===== src/rtl/mult_seq_if.sv =====
// Handshake and shared-adder bundle between the control unit/ALU side and the
// mult_seq multiplier sequencer.
interface mult_seq_if;
  logic        start;
  logic        sign;
  logic [31:0] op_a;
  logic [31:0] op_b;
  logic        busy;
  logic        done;
  logic [31:0] hi;
  logic [31:0] lo;
  logic [31:0] add_a;
  logic [31:0] add_b;
  logic [5:0]  add_alufun;
  logic        add_sign;
  logic [31:0] add_s;

  modport master (
    output start, sign, op_a, op_b, add_s,
    input  busy, done, hi, lo, add_a, add_b, add_alufun, add_sign
  );

  modport slave (
    input  start, sign, op_a, op_b, add_s,
    output busy, done, hi, lo, add_a, add_b, add_alufun, add_sign
  );
endinterface


===== src/rtl/mult_seq.sv =====
// MULT/MULTU shift-add sequencer driving the shared ALU adder; 64-bit {hi,lo}.
// Optional MULT_EARLY_EXIT_EN ends LOOP once the remaining multiplier bits are zero.
module mult_seq #(
  parameter logic [5:0] ALUFUN_ADD = 6'b000000,
  parameter logic [5:0] ALUFUN_SUB = 6'b000001
) (
  input logic       clk,
  input logic       reset,
  mult_seq_if.slave bus
);

  typedef enum logic [2:0] {
    IDLE, NEG_A, NEG_B, LOOP, ALIGN, NEG_LO, NEG_HI, DONE
  } state_t;

  state_t      state;
  logic [31:0] m;
  logic [31:0] p_hi;
  logic [31:0] p_lo;
  logic [4:0]  count;
  logic        neg;
  logic        sgn;
  logic        z;
  logic        busy_q;
  logic        done_q;
  logic [31:0] hi_q;
  logic [31:0] lo_q;
  logic [31:0] a;
  logic [31:0] b;
  logic [5:0]  fun;
  logic        carry;
`ifdef MULT_EARLY_EXIT_EN
  logic [5:0]  rem;
`endif

  // The adder is used combinationally: operands depend only on the current state.
  always_comb begin
    a   = 32'd0;
    b   = 32'd0;
    fun = ALUFUN_ADD;
    case (state)
      NEG_A: begin
        b   = m;
        fun = ALUFUN_SUB;
      end
      NEG_B, NEG_LO: begin
        b   = p_lo;
        fun = ALUFUN_SUB;
      end
      LOOP: begin
        a = p_hi;
        b = p_lo[0] ? m : 32'd0;
      end
      NEG_HI: begin
        a = ~p_hi;
        b = {31'd0, z};
      end
      default: ;
    endcase
    carry = (a[31] & b[31]) | ((a[31] | b[31]) & ~bus.add_s[31]);
  end

  assign bus.add_a      = a;
  assign bus.add_b      = b;
  assign bus.add_alufun = fun;
  assign bus.add_sign   = 1'b0;
  assign bus.busy       = busy_q;
  assign bus.done       = done_q;
  assign bus.hi         = hi_q;
  assign bus.lo         = lo_q;

  // Operands are converted to magnitudes, multiplied unsigned, then the
  // 64-bit result is negated back when the operand signs differed.
  always_ff @(posedge clk or posedge reset) begin
    if (reset) begin
      state  <= IDLE;
      m      <= 32'd0;
      p_hi   <= 32'd0;
      p_lo   <= 32'd0;
      count  <= 5'd0;
      neg    <= 1'b0;
      sgn    <= 1'b0;
      z      <= 1'b0;
      busy_q <= 1'b0;
      done_q <= 1'b0;
      hi_q   <= 32'd0;
      lo_q   <= 32'd0;
`ifdef MULT_EARLY_EXIT_EN
      rem    <= 6'd0;
`endif
    end else begin
      done_q <= 1'b0;
      case (state)
        IDLE: begin
          if (bus.start) begin
            m      <= bus.op_a;
            p_lo   <= bus.op_b;
            p_hi   <= 32'd0;
            neg    <= bus.sign & (bus.op_a[31] ^ bus.op_b[31]);
            sgn    <= bus.sign;
            count  <= 5'd0;
            busy_q <= 1'b1;
            state  <= bus.sign ? NEG_A : LOOP;
          end
        end
        NEG_A: begin
          if (m[31]) m <= bus.add_s;
          state <= NEG_B;
        end
        NEG_B: begin
          if (p_lo[31]) p_lo <= bus.add_s;
          state <= LOOP;
        end
        LOOP: begin
`ifdef MULT_EARLY_EXIT_EN
          if ((p_lo & (32'hFFFF_FFFF >> count)) == 32'd0) begin
            rem   <= 6'd32 - {1'b0, count};
            state <= ALIGN;
          end else
`endif
          begin
            {p_hi, p_lo} <= {carry, bus.add_s, p_lo[31:1]};
            count        <= count + 5'd1;
            if (count == 5'd31) state <= sgn ? NEG_LO : DONE;
          end
        end
`ifdef MULT_EARLY_EXIT_EN
        ALIGN: begin
          {p_hi, p_lo} <= {p_hi, p_lo} >> rem;
          state        <= sgn ? NEG_LO : DONE;
        end
`endif
        NEG_LO: begin
          z <= (p_lo == 32'd0);
          if (neg) p_lo <= bus.add_s;
          state <= NEG_HI;
        end
        NEG_HI: begin
          if (neg) p_hi <= bus.add_s;
          state <= DONE;
        end
        DONE: begin
          hi_q   <= p_hi;
          lo_q   <= p_lo;
          done_q <= 1'b1;
          busy_q <= 1'b0;
          state  <= IDLE;
        end
        default: state <= IDLE;
      endcase
    end
  end

endmodule


===== src/flat_wrapper.sv =====
// flat-port wrapper written by rule: the top's interface ports become plain ports
module mult_seq_flat 
#(
  parameter logic [5:0] ALUFUN_ADD = 6'b000000,
  parameter logic [5:0] ALUFUN_SUB = 6'b000001
)
  (clk, reset, bus_start, bus_sign, bus_op_a, bus_op_b, bus_add_s, bus_busy, bus_done, bus_hi, bus_lo, bus_add_a, bus_add_b, bus_add_alufun, bus_add_sign);
  mult_seq_if bus_i ();
  input logic clk;
  input logic reset;
  input wire logic [$bits(bus_i.start)-1:0] bus_start;
  input wire logic [$bits(bus_i.sign)-1:0] bus_sign;
  input wire logic [$bits(bus_i.op_a)-1:0] bus_op_a;
  input wire logic [$bits(bus_i.op_b)-1:0] bus_op_b;
  input wire logic [$bits(bus_i.add_s)-1:0] bus_add_s;
  output wire logic [$bits(bus_i.busy)-1:0] bus_busy;
  output wire logic [$bits(bus_i.done)-1:0] bus_done;
  output wire logic [$bits(bus_i.hi)-1:0] bus_hi;
  output wire logic [$bits(bus_i.lo)-1:0] bus_lo;
  output wire logic [$bits(bus_i.add_a)-1:0] bus_add_a;
  output wire logic [$bits(bus_i.add_b)-1:0] bus_add_b;
  output wire logic [$bits(bus_i.add_alufun)-1:0] bus_add_alufun;
  output wire logic [$bits(bus_i.add_sign)-1:0] bus_add_sign;
  assign bus_i.start = bus_start;
  assign bus_i.sign = bus_sign;
  assign bus_i.op_a = bus_op_a;
  assign bus_i.op_b = bus_op_b;
  assign bus_i.add_s = bus_add_s;
  assign bus_busy = bus_i.busy;
  assign bus_done = bus_i.done;
  assign bus_hi = bus_i.hi;
  assign bus_lo = bus_i.lo;
  assign bus_add_a = bus_i.add_a;
  assign bus_add_b = bus_i.add_b;
  assign bus_add_alufun = bus_i.add_alufun;
  assign bus_add_sign = bus_i.add_sign;
  mult_seq #(.ALUFUN_ADD(ALUFUN_ADD), .ALUFUN_SUB(ALUFUN_SUB)) u_core (.clk(clk), .reset(reset), .bus(bus_i));
endmodule

===== config.mk =====
export PLATFORM = sky130hd
export DESIGN_NAME = mult_seq_flat
export DESIGN_NICKNAME = d
export VERILOG_FILES = /design/src/rtl/mult_seq_if.sv /design/src/rtl/mult_seq.sv /design/src/flat_wrapper.sv
export SDC_FILE = /design/constraint.sdc
export NUM_CORES = 1
export LEC_CHECK = 0
export CAP_MARGIN = 20
export CORE_UTILIZATION = 40
export DETAILED_ROUTE_END_ITERATION = 10
export MAX_ROUTING_LAYER = met4
export PLACE_DENSITY = 0.68
export SETUP_SLACK_MARGIN = 0.5
export SKIP_LAST_GASP = 1
export SYNTH_ARGS = -nofsm -noshare
export SYNTH_HDL_FRONTEND = slang
export SYNTH_SLANG_ARGS = --single-unit
export TNS_END_PERCENT = 100

===== constraint.sdc =====
create_clock -name clk -period 6.5 [get_ports clk]
set_input_delay 0.975 -clock clk [delete_from_list [all_inputs] [get_ports clk]]
set_output_delay 0.975 -clock clk [all_outputs]
set_load 0.005 [all_outputs]

After elaboration in Yosys (flattened, before gate mapping)
Cells that the tools add are included.
{ "totals": {"mem_count": 0, "output_inout_bits": 137, "wordCells": 77, "mem_bits_ro": 0, "latchBits": 0, "ramBits": 0, "ff_bits": 173} }
{ "classes": {"eq_ne": 13, "mul": 0, "n_div": 0, "order_cmp": 0, "bitwise_logic": 8, "shift": 0, "addsub": 1, "muxes": 23, "n_reduce_logical": 18} }
{ "ops": {"columns": ["op", "count"], "rows": [
  ["case mux 32 bit (4 select lines)", 2],
  ["2-to-1 mux 32 bit", 7],
  ["case mux 32 bit (2 select lines)", 2],
  ["case mux 32 bit (3 select lines)", 1],
  ["zero test 32 bit", 1],
  ["inverter 32 bit", 1],
  ["case mux 3 bit (6 select lines)", 1],
  ["inequality test 2 x 1 -> 1 bit (second input constant)", 5],
  ["case mux 5 bit (2 select lines)", 1],
  ["AND reduction 2 bit", 5],
  ["== test 3 bit (second input constant)", 3],
  ["AND reduction 3 bit", 3],
  ["== test 3 x 2 -> 1 bit (second input constant)", 2],
  ["2-to-1 mux 3 bit", 2],
  ["nonzero test 2 bit", 3],
  ["adder 5 x 1 -> 5 bit (second input constant)", 1],
  ["== test 5 bit (second input constant)", 1],
  ["2-to-1 mux 5 bit", 1],
  ["2-to-1 mux 2 bit", 2],
  ["AND reduction 4 bit", 1],
  ["nonzero test 4 bit", 1],
  ["bitwise AND 1 bit", 3],
  ["== test 3 x 1 -> 1 bit (second input constant)", 1],
  ["zero test 3 bit", 1],
  ["other kinds (9)", 12]
]} }

Depth between registers and ports, before layout
{ "depth": {"ltp_word": 7, "depth_mapped": 7, "depth_no_buf": 5} }

Worst setup path before layout
OpenSTA, ideal clock, no wires.
{ "synth_path": {"path_type": "register to output", "from": "register u_core.state[2]", "to": "output bus_add_b[10]", "path_stages_with_launch": 6, "slack_ps": 4003, "path_buffers": 3, "arrival_ps": 1522, "cell_sequence": "dfrtp_1 > buf_2 > clkbuf_1 > nor3b_1 > clkbuf_1 > a22o_1"} }
{ "synth_via": {"elab_chain_len": 3, "word_cells_on_any_way": 7, "classes_between": "eq/ne: 5; mux: 1; reduce/logical: 1"} }
{ "synth_rtl": {"columns": ["item", "line", "text"], "rows": [
  ["start, declared", "mult_seq.sv:16", "state_t state;"],
  ["start signal, assigned", "mult_seq.sv:103", "state <= bus.sign ? NEG_A : LOOP;"],
  ["start signal, assigned", "mult_seq.sv:124", "if (count == 5'd31) state <= sgn ? NEG_LO : DONE;"],
  ["== test 3 x 2 -> 1 bit / == test 3 bit (equally long branches)", "mult_seq.sv:41", "case (state)"],
  ["OR reduction 2 bit", null, null],
  ["case mux 32 bit (4 select lines) *", "mult_seq.sv:41", null],
  ["end, declared", "flat_wrapper.sv:21", "output wire logic [$bits(bus_i.add_b)-1:0] bus_add_b;"]
]} }
Every way passes the cells marked *; elsewhere a longest branch is shown, timed or not.

Worst setup path after layout
{ "layout_path": {"from": "register u_core.state[2]", "to": "output bus_add_b[30]"} }
Same word-level chain as after synthesis.

==> run summary <==
The run finished with clean final reports. The most common cell after layout, fill and taps aside is sky130_fd_sc_hd__clkdlybuf4s50_1. The final clock period utilization by the worst path is 0.7063.

The multi-input combinational cells in the finished layout cover a total of 4278 um2. Buffers placed on the I/O ports in this run total 230. STA classifies the critical path startpoint as a register. After the first detailed-routing iteration, the DRC count stood at 461.

Setup repair after global routing left no endpoint under its margin. The logs give 54 for the row count and 17 for the TritonCTS buffer count. Of all nets on the critical path, the largest fanout is 52. The fill cell instance count of the final layout was 1977; the standby leakage power was 5.211 nW. For flop-to-flop paths, the worst setup slack is 3510 ps.

In this run the number of H-tree levels came out at 4. Counting along the longest clock path gives a buffer depth of 2. The run gives 0 as the max-slew violation total from the final report. Number of setup buffers added after CTS: 0. In the routed design, unresolved DRC markers number 0. Clock-pin slew was measured on the worst setup and hold paths at 70 ps. For the pin count of the biggest net entering global routing, the log shows 86. Synthesis inferred 173 register bits.

Across the run, the number of max-cap violations was 0. Broken down by cell family, the worst path's largest delay share belongs to flip-flops. The post-cts resize count came out at 0.

The area growth from synthesis to layout is 34.66%. The sum of overflow across all layers after global routing is 0. Including well taps, the total number of placed cells is 1341. CTS placed an instance of sky130_fd_sc_hd__clkbuf_16 at the clock tree root. The run gives 430 ps as the source-to-sink clock delay at the later pin of the worst-skew pair.

The gate count after technology mapping came out at 893. Static timing analysis puts the maximum clock frequency at 0.2178 GHz. Clock skew on the completed layout was measured at 9.873 ps. The path class of the tightest hold or removal check is register to register. The source of the critical timing path is u_core.state[2]$_DFFE_PP0P_. The mean post-synth cell area is 10.03 um2, and the worst slack after detailed placement is 2436 ps.

Yosys mapped a number of flops with a built-in enable equal to 0. The run gives 5520 ps as the required time at the endpoint of the critical path. The slowest stage of the critical path is the sky130_fd_sc_hd__dfrtp_2 cell. The routed design could run at a clock period as short as 4591 ps. The fraction of synthesis flops using an asynchronous set or reset pin was 1.000; the first-pass GRT wire length was 41.69 mm.

Counting every sink on the clock net gives 173. The initial antenna violation count was 0. The floorplan step set the die width to 151.6 um. Dividing the detail-routed wire length by the instance count gives 19.69 um.

The post-detailed-placement half-perimeter wirelength was 18.61 mm. For the post-synthesis instance area, the log shows 8954 um2. In this design, the stage delay of the slowest critical-path cell is 1050 ps. The main flop type after synthesis was sky130_fd_sc_hd__dfrtp_1. The via density per instance is 5.496. Before antenna repair, the detailed router went through 5 iterations. Data on the critical path arrives at its endpoint at 3620 ps. The netlist uses 46 different library cells. Setup violations remaining at the end of the flow were counted as 0.

The congestion estimate from routability-driven global placement came to 0.8316. During synthesis, Yosys emitted a total of 0 warnings. For the number of nets with antenna violations after detailed routing, the log shows 0. TritonCTS built the clock tree. The run gives 7563 as the count of vias placed by the detailed router. The net count of the finished layout is 1183. The die extent in y is 151.6 um. Counting instances, the worst hold path has a depth of 2. The worst-margin pin slew works out to 1033 ps.

The final design utilization is 0.5508. Counting buffers and inverters, the worst setup path is 5 cells deep. For the total I/O pin count, the log shows 237.

After the flow finishes, the layout carries non-filler instances totaling 1376. The fraction of final layout cells with drive strength greater than 1 works out to 0.1472. The launching point of the worst reg2reg path is u_core.state[2]$_DFFE_PP0P_. The final setup TNS came out at 0 ps. The logs give 0.4835 for the share of the yosys chip area belonging to registers and 0.4090 for the starting density of the core. Traced cell by cell, the critical path runs through nand2b_2, buf_4, a2bb2oi_4, o21ai_0, clkdlybuf4s50_1.

For this block, the routed nets add up to 27.09 mm of wire. The critical path contains buffers and inverters numbering 2 combined. The tools report the max-slew headroom at the worst pin as 0.3112. Power spread over the standard cell area amounts to 554.2 nW/um2. The hold violation count in the final report was 0. The footprint of the flip-flops and latches is 4333 um2. The most critical setup path has its endpoint at bus_add_b[30].

The worst-case IR drop observed on VDD is 0.0002592 V. The reg-to-reg endpoint was u_core.p_hi[31]$_DFFE_PP0P_. The via count of the first global-routing pass came out at 7235. The run gives 0 as the hold-fix buffer count after cts.

The run gives 0.2484 as the global-route total usage across every layer. For the area of the core, the log shows 21890 um2. STA classifies the critical path endpoint as a primary output. The startpoint-to-endpoint class of the critical path was register to primary output. The number of cells traversed by the worst register-to-register path works out to 5. The die covers 22990 um2. In the layout the commonest cells are sky130_fd_sc_hd__clkdlybuf4s50_1, sky130_fd_sc_hd__dfrtp_1, sky130_fd_sc_hd__nand2_1, sky130_fd_sc_hd__mux2_2, sky130_fd_sc_hd__a21oi_1. The final worst slack is 1909 ps.
## power by group
part	internal, W	switching [W]	leakage [nW]
clock network	0.000551	0.000493	0.292
logic	0.00204	0.00154	2.79
registers	0.00161	0.000454	2.13
total	0.00420	0.00248	5.21
## worst register-to-register path: stages (launching register included)
cell	delay, ps
sky130_fd_sc_hd__dfrtp_2	1050
sky130_fd_sc_hd__and3b_1	260
sky130_fd_sc_hd__buf_4	330
sky130_fd_sc_hd__a211o_2	850
sky130_fd_sc_hd__nor2_1	100
sky130_fd_sc_hd__a211o_1	290
## metrics by stage
stage	hold WS, ps	area, um2	power (W)
2_1_floorplan	445.8	8972	0.004089
3_3_place_gp	459.5	11430	0.005568
3_5_place_dp	464.1	11430	0.005639
4_1_cts	483.7	12030	0.006709
5_1_grt	504.1	12050	0.007210
6_report	481.1	12060	0.006682
## layer usage
layer,GRT usage,up-vias,part of all wire
met5,-,-,0
met2,0.3726,244,0.46
met1,0.3456,3713,0.47
met4,0.06980,0,0.012
li1,-,3589,-
met3,0.04311,17,0.054
## flip-flops by register name (all words and copies together), names as in the netlist
register,flops
u_core.neg,1
u_core.sgn,1
u_core.state,3
u_core.p_lo,32
u_core.count,5
u_core.z,1
u_core.bus.hi,32
u_core.bus.busy,1
u_core.p_hi,32
u_core.m,32
u_core.bus.lo,32
u_core.bus.done,1
## kinds of logic after synthesis
family | after synthesis | share of synthesized area
AO/OA/AOI/OAI | 280 | 0.2177
AND/OR/NAND/NOR | 245 | 0.1241
flip-flops | 173 | 0.4835
multiplexers | 96 | 0.1205
buffers and inverters | 93 | 0.04793
adder cells (fa/ha/maj) | 3 | 0.003912
XOR/XNOR | 2 | 0.001957
other | 1 | 0.0004188
## area by class of cell
class                      instances  area share
timing repair buffer             248      0.2032
sequential                       173      0.3594
tap                              280     0.02906
clock buffer                      17     0.03528
clock inverter                    15     0.01463
multi-input combinational        632      0.3548
inverter                           9    0.003217
antenna                            2   0.0004151
## cell usage after synthesis (2+ instances only)
| cell | instances | area share |
|---|---|---|
| sky130_fd_sc_hd__mux2_2 | 94 | 0.12 |
| sky130_fd_sc_hd__nand3b_1 | 2 | 0.0017 |
| sky130_fd_sc_hd__nand4_1 | 2 | 0.0014 |
| sky130_fd_sc_hd__nor4_1 | 8 | 0.0056 |
| sky130_fd_sc_hd__and3b_1 | 3 | 0.0029 |
| sky130_fd_sc_hd__and2b_1 | 4 | 0.0034 |
| sky130_fd_sc_hd__o32a_1 | 31 | 0.035 |
| sky130_fd_sc_hd__o221ai_1 | 2 | 0.0020 |
| sky130_fd_sc_hd__buf_2 | 31 | 0.017 |
| sky130_fd_sc_hd__ha_1 | 2 | 0.0028 |
| sky130_fd_sc_hd__o21a_1 | 31 | 0.026 |
| sky130_fd_sc_hd__clkbuf_1 | 38 | 0.016 |
| sky130_fd_sc_hd__mux2i_1 | 2 | 0.0022 |
| sky130_fd_sc_hd__inv_1 | 8 | 0.0034 |
| sky130_fd_sc_hd__a211o_1 | 2 | 0.0020 |
| sky130_fd_sc_hd__nor2b_1 | 32 | 0.022 |
| sky130_fd_sc_hd__nand3_1 | 4 | 0.0022 |
| sky130_fd_sc_hd__and3_1 | 2 | 0.0014 |
| sky130_fd_sc_hd__nor3b_1 | 2 | 0.0017 |
| sky130_fd_sc_hd__nor2_1 | 36 | 0.015 |
| sky130_fd_sc_hd__buf_1 | 4 | 0.0017 |
| sky130_fd_sc_hd__xor2_1 | 2 | 0.0020 |
| sky130_fd_sc_hd__o21ai_0 | 47 | 0.026 |
| sky130_fd_sc_hd__dfrtp_1 | 173 | 0.48 |
| sky130_fd_sc_hd__a21oi_1 | 66 | 0.037 |
| sky130_fd_sc_hd__nand2_1 | 141 | 0.059 |
| sky130_fd_sc_hd__nand2b_1 | 4 | 0.0028 |
| sky130_fd_sc_hd__a22oi_1 | 62 | 0.052 |
| sky130_fd_sc_hd__a22o_1 | 31 | 0.030 |
| sky130_fd_sc_hd__buf_4 | 11 | 0.0092 |
## worst min-delay path by stage
stage                                  start                  endpoint  slack, ps
floorplan           u_core.m[30]$_DFFE_PP0P_  u_core.m[30]$_DFFE_PP0P_        450
global placement    u_core.m[29]$_DFFE_PP0P_  u_core.m[29]$_DFFE_PP0P_        460
detailed placement  u_core.m[16]$_DFFE_PP0P_  u_core.m[16]$_DFFE_PP0P_        460
CTS                  u_core.m[5]$_DFFE_PP0P_   u_core.m[5]$_DFFE_PP0P_        480
global route        u_core.m[18]$_DFFE_PP0P_  u_core.m[18]$_DFFE_PP0P_        500
finish              u_core.m[25]$_DFFE_PP0P_  u_core.m[25]$_DFFE_PP0P_        480
Note: power is estimated with default switching activity, not from simulation.
